==> src/rtl/pos_decoder_hold.sv <==
// Binary position code to one-hot decoder; each one-hot is held for HOLD_CYCLES cycles.
// Optional sticky accumulation mask (acc_clr/acc_mask) when POS_DEC_ACCUM_EN is defined.
module pos_decoder_hold #(
  parameter  int POS_W       = 2,
  parameter  int HOLD_CYCLES = 3,
  localparam int OUT_W       = 1 << POS_W
) (
  input  logic             clk,
  input  logic             rst_n,
  input  logic             in_valid,
  output logic             in_ready,
  input  logic [POS_W-1:0] in_pos,
  output logic             out_valid,
  output logic [OUT_W-1:0] out_onehot,
  output logic             busy
`ifdef POS_DEC_ACCUM_EN
  ,
  input  logic             acc_clr,
  output logic [OUT_W-1:0] acc_mask
`endif
);

  localparam int                CNT_W    = $clog2(HOLD_CYCLES + 1);
  localparam logic [CNT_W-1:0] CNT_LOAD = CNT_W'(HOLD_CYCLES - 1);

  typedef enum logic {
    IDLE,
    HOLD
  } state_t;

  state_t             state;
  logic [CNT_W-1:0]   cnt;
  logic               accept;
  logic [OUT_W-1:0]   decoded;

  assign decoded = {{(OUT_W-1){1'b0}}, 1'b1} << in_pos;

  // Ready only in IDLE or on the last hold cycle, so back-to-back codes leave no bubble.
  assign in_ready = rst_n && ((state == IDLE) || (cnt == '0));
  assign accept   = in_valid && in_ready;
  assign busy     = (state == HOLD);

  // NOTE: sequential state uses non-blocking assignments so every register samples
  // the pre-edge values of its neighbours, independent of statement order.
  always_ff @(posedge clk) begin
    if (!rst_n) begin
      state      <= IDLE;
      cnt        <= '0;
      out_valid  <= 1'b0;
      out_onehot <= '0;
    end else begin
      case (state)
        IDLE: begin
          if (accept) begin
            out_onehot <= decoded;
            out_valid  <= 1'b1;
            cnt        <= CNT_LOAD;
            state      <= HOLD;
          end
        end
        HOLD: begin
          if (cnt != '0) begin
            cnt <= cnt - 1'b1;
          end else if (accept) begin
            out_onehot <= decoded;
            cnt        <= CNT_LOAD;
          end else begin
            out_valid  <= 1'b0;
            out_onehot <= '0;
            state      <= IDLE;
          end
        end
        default: begin
          state <= IDLE;
        end
      endcase
    end
  end

`ifdef POS_DEC_ACCUM_EN
  // Clear takes effect before the OR, so a same-cycle accept survives the clear.
  always_ff @(posedge clk) begin
    if (!rst_n) begin
      acc_mask <= '0;
    end else if (acc_clr || accept) begin
      acc_mask <= (acc_clr ? '0 : acc_mask) | (accept ? decoded : '0);
    end
  end
`endif

endmodule

==> config.mk <==
export PLATFORM = sky130hd
export DESIGN_NAME = pos_decoder_hold
export DESIGN_NICKNAME = d
export VERILOG_FILES = /design/src/rtl/pos_decoder_hold.sv
export SDC_FILE = /design/constraint.sdc
export NUM_CORES = 1
export LEC_CHECK = 0
export CELL_PAD_IN_SITES_DETAIL_PLACEMENT = 1
export CELL_PAD_IN_SITES_GLOBAL_PLACEMENT = 1
export CORE_AREA = 5 5 42 44
export CTS_BUF_LIST = sky130_fd_sc_hd__clkbuf_16
export CTS_CLUSTER_DIAMETER = 100
export CTS_CLUSTER_SIZE = 10
export DETAILED_ROUTE_END_ITERATION = 6
export DIE_AREA = 0 0 47 49
export DONT_BUFFER_PORTS = 1
export GPL_ROUTABILITY_DRIVEN = 0
export PLACE_DENSITY_LB_ADDON = 0.1
export SYNTH_ARGS = -nofsm -noshare
export SYNTH_HDL_FRONTEND = slang
export SYNTH_SLANG_ARGS = --single-unit
==> constraint.sdc <==
create_clock -name clk -period 1.6 [get_ports clk]
set_clock_uncertainty 0.05 [all_clocks]
set_input_delay 0.24 -clock clk [delete_from_list [all_inputs] [get_ports clk]]
set_output_delay 0.24 -clock clk [all_outputs]
set_load 0.02 [all_outputs]
# After elaboration in Yosys (flattened, before gate mapping)
# Index checks and enable logic that the tools add are counted.
[op_classes] reduce_logical=7 n_shift=1 muxes=14 n_eq_ne=3 n_bitwise=1 n_addsub=1
[ops] operator="$mux 4" n=3
[ops] operator="$pmux 4 s2" n=1
[ops] operator="$ne 2x2->1 const B" n=3
[ops] operator="$mux 1" n=5
[ops] operator="$mux 2" n=2
[ops] operator="$pmux 1 s2" n=2
[ops] operator="$pmux 2 s2" n=1
[ops] operator="$shl 1x2->4 const A" n=1
[ops] operator="$reduce_and 3->1" n=1
[ops] operator="$logic_and 1x1->1" n=2
[ops] operator="$logic_not 2->1" n=1
[ops] operator="$reduce_and 2->1" n=1
[ops] operator="$reduce_bool 2->1" n=1
[ops] operator="$sub 2x1->2 const B" n=1
[ops] operator="$logic_or 1x1->1" n=1
[ops] operator="$not 1->1" n=1
[totals] elab_cells=31 in_bits=5 register_bits=8

# Depth between registers and ports, before layout
# Gate-level depths: netlist (run 1).
[depth] ltp_word=7 mapped_depth=3 mapped_depth_nobuf=3

# Worst setup path before layout (run 1)
# No wires, ideal clock.
[synth_timing] kind="reg-to-reg" startpoint="register state (netlist: busy)" endpoint="register out_onehot[1]" arrival_ns=1.286 slack_ns=0.146 path_stages_with_launch=4 t_required_ns=1.433 period_less_slack_ns=1.454 setup_time_ns=0.117 cell_sequence="dfxtp_1 or3b_1 and3b_1 a32o_2"
[synth_via] elab_chain_cells=7 elab_cells_between_ends=10
[synth_rtl] item="start: declaration" line="31" text="state_t state;"
[synth_rtl] item="start signal: assignment" line="47" text="state <= IDLE;"
[synth_rtl] item="start signal: assignment" line="58" text="state <= HOLD;"
[synth_rtl] item="start signal: assignment" line="70" text="state <= IDLE;"
[synth_rtl] item="$not 1->1"
[synth_rtl] item="$logic_or 1x1->1" line="39" text="assign in_ready = rst_n && ((state == IDLE) || (cnt == '0));"
[synth_rtl] item="$logic_and 1x1->1" line="39"
[synth_rtl] item="$logic_and 1x1->1" line="40" text="assign accept = in_valid && in_ready;"
[synth_rtl] item="$mux 4" line="64" text="end else if (accept) begin"
[synth_rtl] item="$mux 4" line="62" text="if (cnt != '0) begin"
[synth_rtl] item="$pmux 4 s2" line="52" text="case (state)"
[synth_rtl] item="end signal: assignment" line="55" text="out_onehot <= decoded;"
[synth_rtl] item="end signal: assignment" line="65" text="out_onehot <= decoded;"
[synth_rtl] item="end: declaration" line="14" text="output logic [OUT_W-1:0] out_onehot,"
# Several ways; a longest one is shown, not always the timed one. The select of a mux whose other input is x is not followed.
# A chain may end at the register's enable or synchronous reset.

# Worst setup path after layout (run 1)
[layout_timing] startpoint="register cnt[0]" endpoint="output port in_ready"
[layout_via] elab_chain_cells=3
[layout_rtl] item="start: declaration" line="32" text="logic [CNT_W-1:0] cnt;"
[layout_rtl] item="start signal: assignment" line="63" text="cnt <= cnt - 1'b1;"
[layout_rtl] item="$logic_not 2->1" line="39"
[layout_rtl] item="$logic_or 1x1->1" line="39"
[layout_rtl] item="$logic_and 1x1->1" line="39"
[layout_rtl] item="end: declaration" line="11" text="output logic in_ready,"
# No other way between the ends.

==> flow_metrics.env, run 1 <==
export IMPL_post_place_ws_ns=0.247
export IMPL_slowest_delay_ns=0.34
export IMPL_synth_cell_type_count=16
export IMPL_cts_tree="yes"
export IMPL_fillers=169
export IMPL_worst_slack_ns=0.173
export IMPL_hpwl_um=567
export IMPL_cts_setup_buffers=0
export IMPL_p_leak_nw=0.199
export IMPL_period_needed_ns=1.43
export IMPL_hold_class="in -> reg"
export IMPL_via_count=252
export IMPL_finalHoldViolCount=0
export IMPL_grt_pass1_wl_um=1140
export IMPL_rr_endpoint="out_onehot[0]$_SDFFE_PN0P_"
export IMPL_synth_nets=35
export IMPL_die_y_um=49
export IMPL_port_buffer_count=0
export IMPL_placeableCoreArea_um2=1400
export IMPL_tns_ns=0
export IMPL_cts_resized=0
export IMPL_wl_per_cell_um=14.6
export IMPL_htree_num_levels=1
export IMPL_cts_root_buf="clkbuf_16"
export IMPL_min_delay_start="rst_n"
export IMPL_path_class="reg -> out"
export IMPL_cts_hold_buffers_added=0
export IMPL_nets=41
export IMPL_synth_avg_cell_area_um2=10.7
export IMPL_grt_ovfl_total=0
export IMPL_dieWidth_um=47
export IMPL_drive_gt1_share_pct=29.4
export IMPL_grtUsageTotal_pct=7.54
export IMPL_timing_slew_headroom_pct=81.4
export IMPL_status="complete, no violations"
export IMPL_worstSkewPairLatency_ns=0.23
export IMPL_reg2regPathDepth=3
export IMPL_fmax_mhz=701
export IMPL_cts_max_path_buffers=2
export IMPL_cts_inserted_buffers=3
export IMPL_synthArstFlopShare_pct=0
export IMPL_ys_ff_latch=8
export IMPL_yosysTopAreaCellShare_pct=50.0
export IMPL_multi_input_area_um2=149
export IMPL_drt_iter0_drc=0
export IMPL_synth_flop_cell="dfxtp_1"
export IMPL_start_kind="flop"
export IMPL_cts_sinks=8
export IMPL_cts_clk_slew_worst_paths_ns=0.03
export IMPL_ff2ff_setup_slack_ns=0.25
export IMPL_ant_nets=0
export IMPL_yosysMostFrequentCell="dfxtp_1"
export IMPL_peakVddDrop_v=0.000526
export IMPL_antenna_cells=0
export IMPL_path_delay_family="flip-flops"
export IMPL_fin_cells=50
export IMPL_finalMaxSlewViolations=0
export IMPL_synth_warnings=0
export IMPL_period_share_pct=89.2
export IMPL_cp_arrival_ns=1.14
export IMPL_syn_to_final_growth_pct=32.0
export IMPL_critPathMaxFanout=5
export IMPL_ys_seq_area_share_pct=50.0
export IMPL_antenna_found_initial=0
export IMPL_syn_area_um2=320
export IMPL_drc=0
export IMPL_yosysTopAreaCell="dfxtp_1"
export IMPL_p_per_area_nw_per_um2=1610
export IMPL_drt_wl_total_um=732
export IMPL_num_rows=14
export IMPL_start_util_pct=22.9
export IMPL_tightest_slew_ns=0.277
export IMPL_vias_per_cell=5.04
export IMPL_dp_cells=47
export IMPL_grt_max_degree=8
export IMPL_synthCells=30
export IMPL_cp_required_ns=1.31
export IMPL_synth_common_cells="dfxtp_1 (8), a32o_2 (4), inv_1 (3)"
export IMPL_crit_chain="o21ai_0 -> and2_1"
export IMPL_grt_pass1_vias=231
export IMPL_p_total_mw=0.682
export IMPL_worstHoldPathCells=2
export IMPL_critPathCaptureType="output pin"
export IMPL_firstDrtPassIters=1
export IMPL_setup_viol=0
export IMPL_cp_buffers_inverters=0
export IMPL_synth_edf_count=0
export IMPL_reg2reg_from="cnt[0]$_SDFF_PN0_"
export IMPL_io_pins=12
export IMPL_ys_top_cells_by_area="dfxtp_1 (50%), a32o_2 (14%), a21boi_0 (4.7%), inv_1 (3.5%), o221a_2 (3.5%)"
export IMPL_die_area_um2=2300
export IMPL_worstHoldEndpoint="cnt[1]$_SDFF_PN0_"
export IMPL_cpMaxStageDelayCell="dfxtp_1"
export IMPL_cap_violations=0
export IMPL_seq_area_um2=160
export IMPL_rsz0062_at_grt="false"
==> per-layer routing <==
layer  wire [µm]  track usage, %
met4           7            4.15
met3         131            8.12
met2         295            8.14
met5           0               0
met1         298            8.81
==> power breakdown <==
group | total (mW) | internal (mW) | switching (mW)
clock network | 0.415 | 0.322 | 0.0933
logic | 0.0377 | 0.0191 | 0.0186
registers | 0.229 | 0.212 | 0.0171
total | 0.682 | 0.553 | 0.129
==> cell usage in the layout, fill, tap and decap left out, types with 2 or more instances in the layout <==
cell type / netlist / final
a32o_2: 4 / 4
clkbuf_16: 0 / 3
o21ai_0: 2 / 2
dfxtp_1: 8 / 8
inv_1: 3 / 3
a21boi_0: 2 / 2
==> cells by family after synthesis <==
group	after synthesis	share of synthesized area [%]
xor+xnor	1	2.73
flops	8	50.0
buf+inv	3	3.52
simple gates	8	16.8
compound gates	10	26.9
==> metrics by stage <==
step | hold slack, ns | util [%] | cell area, µm²
global route | 0.105 | 30.2 | 423
finish | 0.101 | 30.2 | 423
detailed placement | 0.340 | 24.8 | 348
CTS | 0.0985 | 30.2 | 423
global placement | 0.332 | 24.8 | 348
floorplan | 0.328 | - | 320
==> state kept, by name, summed over array words and instances, names as in the netlist <==
signal      count
out_valid       1
out_onehot      4
busy            1
cnt             2
==> how the worst max path moves through the flow <==
stage | startpoint | slack, ns | to | depth (start not counted)
after floorplan | busy$_SDFF_PN0_ | 0.15 | out_onehot[1]$_SDFFE_PN0P_ | 3
after global placement | cnt[0]$_SDFF_PN0_ | 0.27 | out_onehot[3]$_SDFFE_PN0P_ | 3
after detailed placement | cnt[0]$_SDFF_PN0_ | 0.25 | out_onehot[0]$_SDFFE_PN0P_ | 3
after CTS | cnt[0]$_SDFF_PN0_ | 0.15 | in_ready | 2
after global routing | cnt[0]$_SDFF_PN0_ | 0.11 | in_ready | 2
final | cnt[0]$_SDFF_PN0_ | 0.17 | in_ready | 2
==> layout make-up <==
cell class	count	share of cell area [%]
repair buffers	1	1.78
flip-flops and latches	8	37.9
well taps	16	4.73
multi-input cells	19	35.2
inverters	3	2.66
clock buffers	3	17.8
Note: power is estimated with default switching activity, not from simulation.
==> run 2, diff against run 1 <==
ABC_AREA = 1   (was default)
clock period = 1.25 ns   (was 1.6 ns; I/O delays follow)
==> run 2 against run 1 <==
  * Worst hold slack got worse by 0.049 ns
  * Worst setup slack got worse by 0.11 ns
  * Non-clock buffer count increased by 1
  * Combinational power increased by 61%
  * Sequential power increased by 27%
  * Flip-flop and latch count unchanged
  * Design area increased by 10%
  * Clock-buffer cell count unchanged
  * Via count increased by 32%
  * First-iteration DRC count unchanged
  * Global-route usage increased by 1.8 points
  * Largest power group unchanged
==> flow_metrics.env, run 2 <==
export IMPL_status="complete, no violations"
export IMPL_syn_to_final_growth_pct=29.2
export IMPL_yosysTopAreaCellShare_pct=44.4
export IMPL_die_area_um2=2300
export IMPL_io_pins=12
export IMPL_drt_wl_total_um=921
export IMPL_final_cell_mix="dfxtp_1 (8), inv_1 (7), nor2_1 (6)"
export IMPL_hold_ws_ns=0.0523
export IMPL_rr_endpoint="cnt[1]$_SDFF_PN0_"
export IMPL_finalMaxSlewViolations=0
export IMPL_fmax_mhz=839
export IMPL_cts_clk_slew_worst_paths_ns=0.04
export IMPL_regMostFlops="out_onehot"
export IMPL_worstHoldEndpoint="out_valid$_SDFFE_PN0P_"
export IMPL_worstHoldPathCells=2
export IMPL_cts_inserted_buffers=3
export IMPL_rsz0062_at_grt="false"
export IMPL_start_util_pct=25.7
export IMPL_via_count=333
export IMPL_grt_max_degree=11
export IMPL_synth_warnings=0
export IMPL_cts_root_buf="clkbuf_16"
export IMPL_setup_viol=0
export IMPL_fillers=177
export IMPL_grt_pass1_vias=341
export IMPL_synth_avg_cell_area_um2=7.35
export IMPL_worstSkewPairLatency_ns=0.23
export IMPL_ys_seq_area_share_pct=44.4
export IMPL_critPathCaptureType="output pin"
export IMPL_syn_area_um2=360
export IMPL_drt_iter0_drc=0
export IMPL_synth_cell_type_count=15
export IMPL_ff2ff_setup_slack_ns=0.21
export IMPL_wl_per_cell_um=13.3
export IMPL_vias_per_cell=4.83
export IMPL_synth_flop_cell="dfxtp_1"
export IMPL_cts_tree="yes"
export IMPL_synthCells=49
export IMPL_hold_class="in -> reg"
export IMPL_synthArstFlopShare_pct=0
export IMPL_p_seq_share_pct=32.9
export IMPL_dpl_instance_area_um2=383
export IMPL_timing_slew_headroom_pct=83.9
export IMPL_grt_pass1_wl_um=1460
export IMPL_top_regs="out_onehot x4, cnt x2"
export IMPL_synth_nets=54
export IMPL_tightest_slew_ns=0.241
export IMPL_num_rows=14
export IMPL_peakVddDrop_v=0.000716
export IMPL_period_needed_ns=1.19
export IMPL_yosysTopAreaCell="dfxtp_1"
export IMPL_min_delay_start="rst_n"
export IMPL_p_per_area_nw_per_um2=1900
export IMPL_firstDrtPassIters=1
export IMPL_drc=0
export IMPL_cap_violations=0
export IMPL_p_leak_nw=0.203
export IMPL_dp_cells=65
export IMPL_drive_gt1_share_pct=18.9
export IMPL_largest_reg_flops=4
export IMPL_period_share_pct=95.3
export IMPL_grtUsageTotal_pct=9.36
export IMPL_pwr_share_clk_pct=60.2
export IMPL_worst_slack_ns=0.0584
export IMPL_p_int_mw=0.705
export IMPL_utilization_pct=33.2
export IMPL_antenna_cells=0
export IMPL_synth_common_cells="dfxtp_1 (8), inv_1 (8), nor2_1 (6)"
export IMPL_synth_edf_count=0
export IMPL_ys_top_cells_by_area="dfxtp_1 (44%), inv_1 (8.3%), nand3_1 (6.9%), nand4_1 (6.9%), nor2_1 (6.3%)"
export IMPL_cts_sinks=8
export IMPL_cp_arrival_ns=0.95
export IMPL_grt_ovfl_total=0
export IMPL_finalHoldViolCount=0
export IMPL_hpwl_um=741
export IMPL_reg2reg_from="busy$_SDFF_PN0_"
export IMPL_critPathMaxFanout=4
export IMPL_reg2regPathDepth=4
export IMPL_die_y_um=49
export IMPL_fin_cells=69
export IMPL_ant_nets=0
export IMPL_tns_ns=0
export IMPL_cts_max_path_buffers=2
export IMPL_htree_num_levels=1
export IMPL_power_switching_mw=0.178
export IMPL_path_class="reg -> out"
export IMPL_swShare_pct=20.2
export IMPL_antenna_found_initial=0
export IMPL_layout_commonest_cell="dfxtp_1"
export IMPL_p_total_mw=0.884
export IMPL_placeableCoreArea_um2=1400
export IMPL_dieWidth_um=47
export IMPL_nets=60
export IMPL_post_route_cell_area_um2=465
export IMPL_combPwrFrac_pct=6.9
export IMPL_ys_ff_latch=8
export IMPL_start_kind="flop"
export IMPL_port_buffer_count=0
export IMPL_post_place_ws_ns=0.157
export IMPL_cp_required_ns=1.01
run 2: critical path, stage by stage, from the launching register on:
cell and delay (ns):
dfxtp_1 0.34, o21ai_2 0.18, nand2_2 0.09, inv_2 0.11
run 2: cells by family after synthesis:
logic type	share of synthesized area (%)
AO/OA/AOI/OAI	13.5
buffers and inverters	9.72
flip-flops	44.4
AND/OR/NAND/NOR	32.3
run 2: worst max-delay path by stage:
stage                            from                end  slack, ns  cells past startpoint
floorplan             busy$_SDFF_PN0_  cnt[1]$_SDFF_PN0_       0.16                      4
global placement    cnt[0]$_SDFF_PN0_           in_ready       0.21                      3
global route        cnt[1]$_SDFF_PN0_           in_ready      0.005                      3
finish              cnt[1]$_SDFF_PN0_           in_ready       0.06                      3
CTS                 cnt[1]$_SDFF_PN0_           in_ready      0.006                      3
detailed placement  cnt[0]$_SDFF_PN0_           in_ready       0.16                      3
run 2: final cells by class:
type	count	area, µm²	area share, %
Multi-Input combinational cell	32	165	35.5
Sequential cell	8	160	34.4
Clock buffer	3	75.1	16.1
Inverter	8	30.0	6.45
Tap cell	16	20.0	4.30
Timing Repair Buffer	2	15.0	3.23
run 2: what timing repair did:
action / in CTS / in global routing
resized for setup: 0 / 1
endpoints found under the setup margin: 1 / 1
hold buffers: 0 / 0
buffers inserted: 1 / 0
pin swaps: 1 / 0
run 2: metal layers:
| metal | share of wire, % | GRT usage [%] | vias to the layer above |
|---|---|---|---|
| met5 | 0 | 0 | - |
| met1 | 41 | 8.55 | 154 |
| met2 | 50 | 14.5 | 8 |
| li1 | - | - | 169 |
| met3 | 7.2 | 6.64 | 2 |
| met4 | 0.76 | 5.53 | 0 |
run 2: power by group through the flow:
stage | logic, mW | clock network, mW | registers, mW
finish | 0.0606 | 0.532 | 0.291
floorplan | 0.0475 | 0 | 0.294
global route | 0.0685 | 0.554 | 0.293
CTS | 0.0614 | 0.544 | 0.291
global placement | 0.0566 | 0 | 0.293
detailed placement | 0.0586 | 0 | 0.295
==> run 3, diff against run 2 <==
ABC_AREA = default   (was 1)
==> run 3 against run 2 <==
  * The run now ends with setup timing left
  * Utilization fell by 0.71 points
  * Combinational power barely moved
  * Cell count fell by 22%
  * Worst hold slack got worse by 0.018 ns
  * Design area fell by 2.2%
  * Register-to-register slack got worse by 0.26 ns
  * Flip-flop and latch count did not move
  * Die area did not move
  * Worst setup slack got worse by 0.10 ns
  * Clock power rose by 3%
==> flow_metrics.env, run 3 (synthesis gave the netlist of run 1 again) <==
export IMPL_placeableCoreArea_um2=1400
export IMPL_layout_commonest_cell="dfxtp_1"
export IMPL_ant_nets=0
export IMPL_worst_slack_ns=-0.0461
export IMPL_grt_max_degree=8
export IMPL_setup_viol=4
export IMPL_cpMaxStageDelayCell="or3b_1"
export IMPL_top_regs="out_onehot x4, cnt x2"
export IMPL_worstSkewPairLatency_ns=0.23
export IMPL_hold_ws_ns=0.0342
export IMPL_dieWidth_um=47
export IMPL_cts_inserted_buffers=3
export IMPL_rsz0062_at_grt="true"
export IMPL_tightest_slew_ns=0.246
export IMPL_io_pins=12
export IMPL_regMostFlops="out_onehot"
export IMPL_grt_pass1_vias=286
export IMPL_fillers=160
export IMPL_firstDrtPassIters=1
export IMPL_utilization_pct=32.5
export IMPL_final_cell_mix="dfxtp_1 (7), a32o_2 (4), inv_1 (4), buf_4 (4), clkbuf_16 (3)"
export IMPL_p_total_mw=0.900
export IMPL_die_y_um=49
export IMPL_port_buffer_count=0
export IMPL_critPathCaptureType="flop"
export IMPL_vias_per_cell=4.94
export IMPL_via_count=267
export IMPL_status="finished, violations left"
export IMPL_tns_ns=-0.176
export IMPL_peakVddDrop_v=0.000894
export IMPL_period_needed_ns=1.30
export IMPL_grt_pass1_wl_um=1250
export IMPL_fmax_mhz=772
export IMPL_largest_reg_flops=4
export IMPL_cts_hold_buffers_added=0
export IMPL_cts_clk_slew_worst_paths_ns=0.04
export IMPL_seq_area_um2=164
export IMPL_cts_sinks=8
export IMPL_slowest_delay_ns=0.38
export IMPL_cp_buffers_inverters=0
export IMPL_cap_violations=0
export IMPL_nets=44
export IMPL_violations="setup timing"
export IMPL_multi_input_area_um2=151
export IMPL_crit_chain="or3b_1 -> and3b_1 -> a32o_2"
export IMPL_num_rows=14
export IMPL_drc=0
export IMPL_cts_root_buf="clkbuf_16"
export IMPL_cts_max_path_buffers=2
export IMPL_p_leak_nw=0.223
export IMPL_critPathMaxFanout=4
export IMPL_drt_iter0_drc=0
export IMPL_hold_class="in -> reg"
export IMPL_finalMaxSlewViolations=0
export IMPL_p_per_area_nw_per_um2=1980
export IMPL_htree_num_levels=1
export IMPL_cp_arrival_ns=1.37
export IMPL_antenna_cells=0
export IMPL_syn_to_final_growth_pct=42.2
export IMPL_cts_setup_buffers=0
export IMPL_cp_required_ns=1.32
export IMPL_period_share_pct=104
export IMPL_path_class="reg -> reg"
export IMPL_ff2ff_setup_slack_ns=-0.05
export IMPL_cts_tree="yes"
export IMPL_start_util_pct=22.9
export IMPL_wl_per_cell_um=14.3
export IMPL_timing_slew_headroom_pct=83.6
export IMPL_antenna_found_initial=0
export IMPL_finalHoldViolCount=0
export IMPL_start_kind="flop"
export IMPL_drive_gt1_share_pct=39.5
export IMPL_path_delay_family="simple AND/OR/NAND/NOR gates"
export IMPL_die_area_um2=2300
export IMPL_drt_wl_total_um=771
export IMPL_grtUsageTotal_pct=8.25
export IMPL_grt_ovfl_total=0
## run 3: changes by cell type in the layout (fill, tap and decap cells not counted), moves of 2 or more
cell / previous run / this run
a21boi_0: 0 / 2
a21oi_1: 4 / 1
a32o_2: 0 / 4
buf_4: 2 / 4
inv_1: 7 / 4
nand2_1: 4 / 1
nand3_1: 5 / 0
nand4_1: 4 / 0
nor2_1: 6 / 1
o21ai_0: 3 / 1
## run 3: path summary, 6_finish.rpt
| check | to | cells past startpoint | start |
|---|---|---|---|
| max | out_onehot[2]$_SDFFE_PN0P_ | 3 | cnt[0]$_SDFF_PN0_ |
| min | busy$_SDFF_PN0_ | 2 | in_valid |
| max reg2reg | out_onehot[2]$_SDFFE_PN0P_ | 3 | cnt[0]$_SDFF_PN0_ |
| min reg2reg | busy$_SDFF_PN0_ | 2 | busy$_SDFF_PN0_ |
## run 3: timing repair
| action | in CTS | in global routing |
|---|---|---|
| pin swaps | 0 | 0 |
| resized for setup | 2 | 1 |
| hold endpoints to repair | 0 | 0 |
| setup endpoints to repair | 5 | 5 |
## run 3: stage by stage
stage / std cells / area (µm²) / setup slack (ns)
3_3_place_gp: 50 / 374 / -0.0372
5_1_grt: 54 / 455 / -0.0950
4_1_cts: 54 / 454 / -0.0566
3_5_place_dp: 50 / 374 / -0.0435
2_1_floorplan: 30 / 324 / -0.0597
6_report: 54 / 455 / -0.0461
## run 3: layer usage
layer	part of all wire, %	vias to the layer above	global-route usage (%)
li1	-	127	-
met1	38	126	7.71
met2	44	12	10.9
met3	16	2	8.12
met4	1.6	0	5.53
met5	0	-	0
## run 3: cell type report
| class | instances | area share (%) |
|---|---|---|
| sequential | 8 | 36.0 |
| multi-input combinational | 19 | 33.2 |
| clock buffer | 3 | 16.5 |
| timing repair buffer | 4 | 6.59 |
| tap | 16 | 4.40 |
| inverter | 3 | 2.47 |
| clock inverter | 1 | 0.824 |
## run 3: power by group
part	leakage, nW	internal, mW	total (mW)	switching [mW]
Combinational	0.114	0.0332	0.0609	0.0276
Clock	0.0423	0.417	0.549	0.132
Sequential	0.0663	0.271	0.290	0.0199
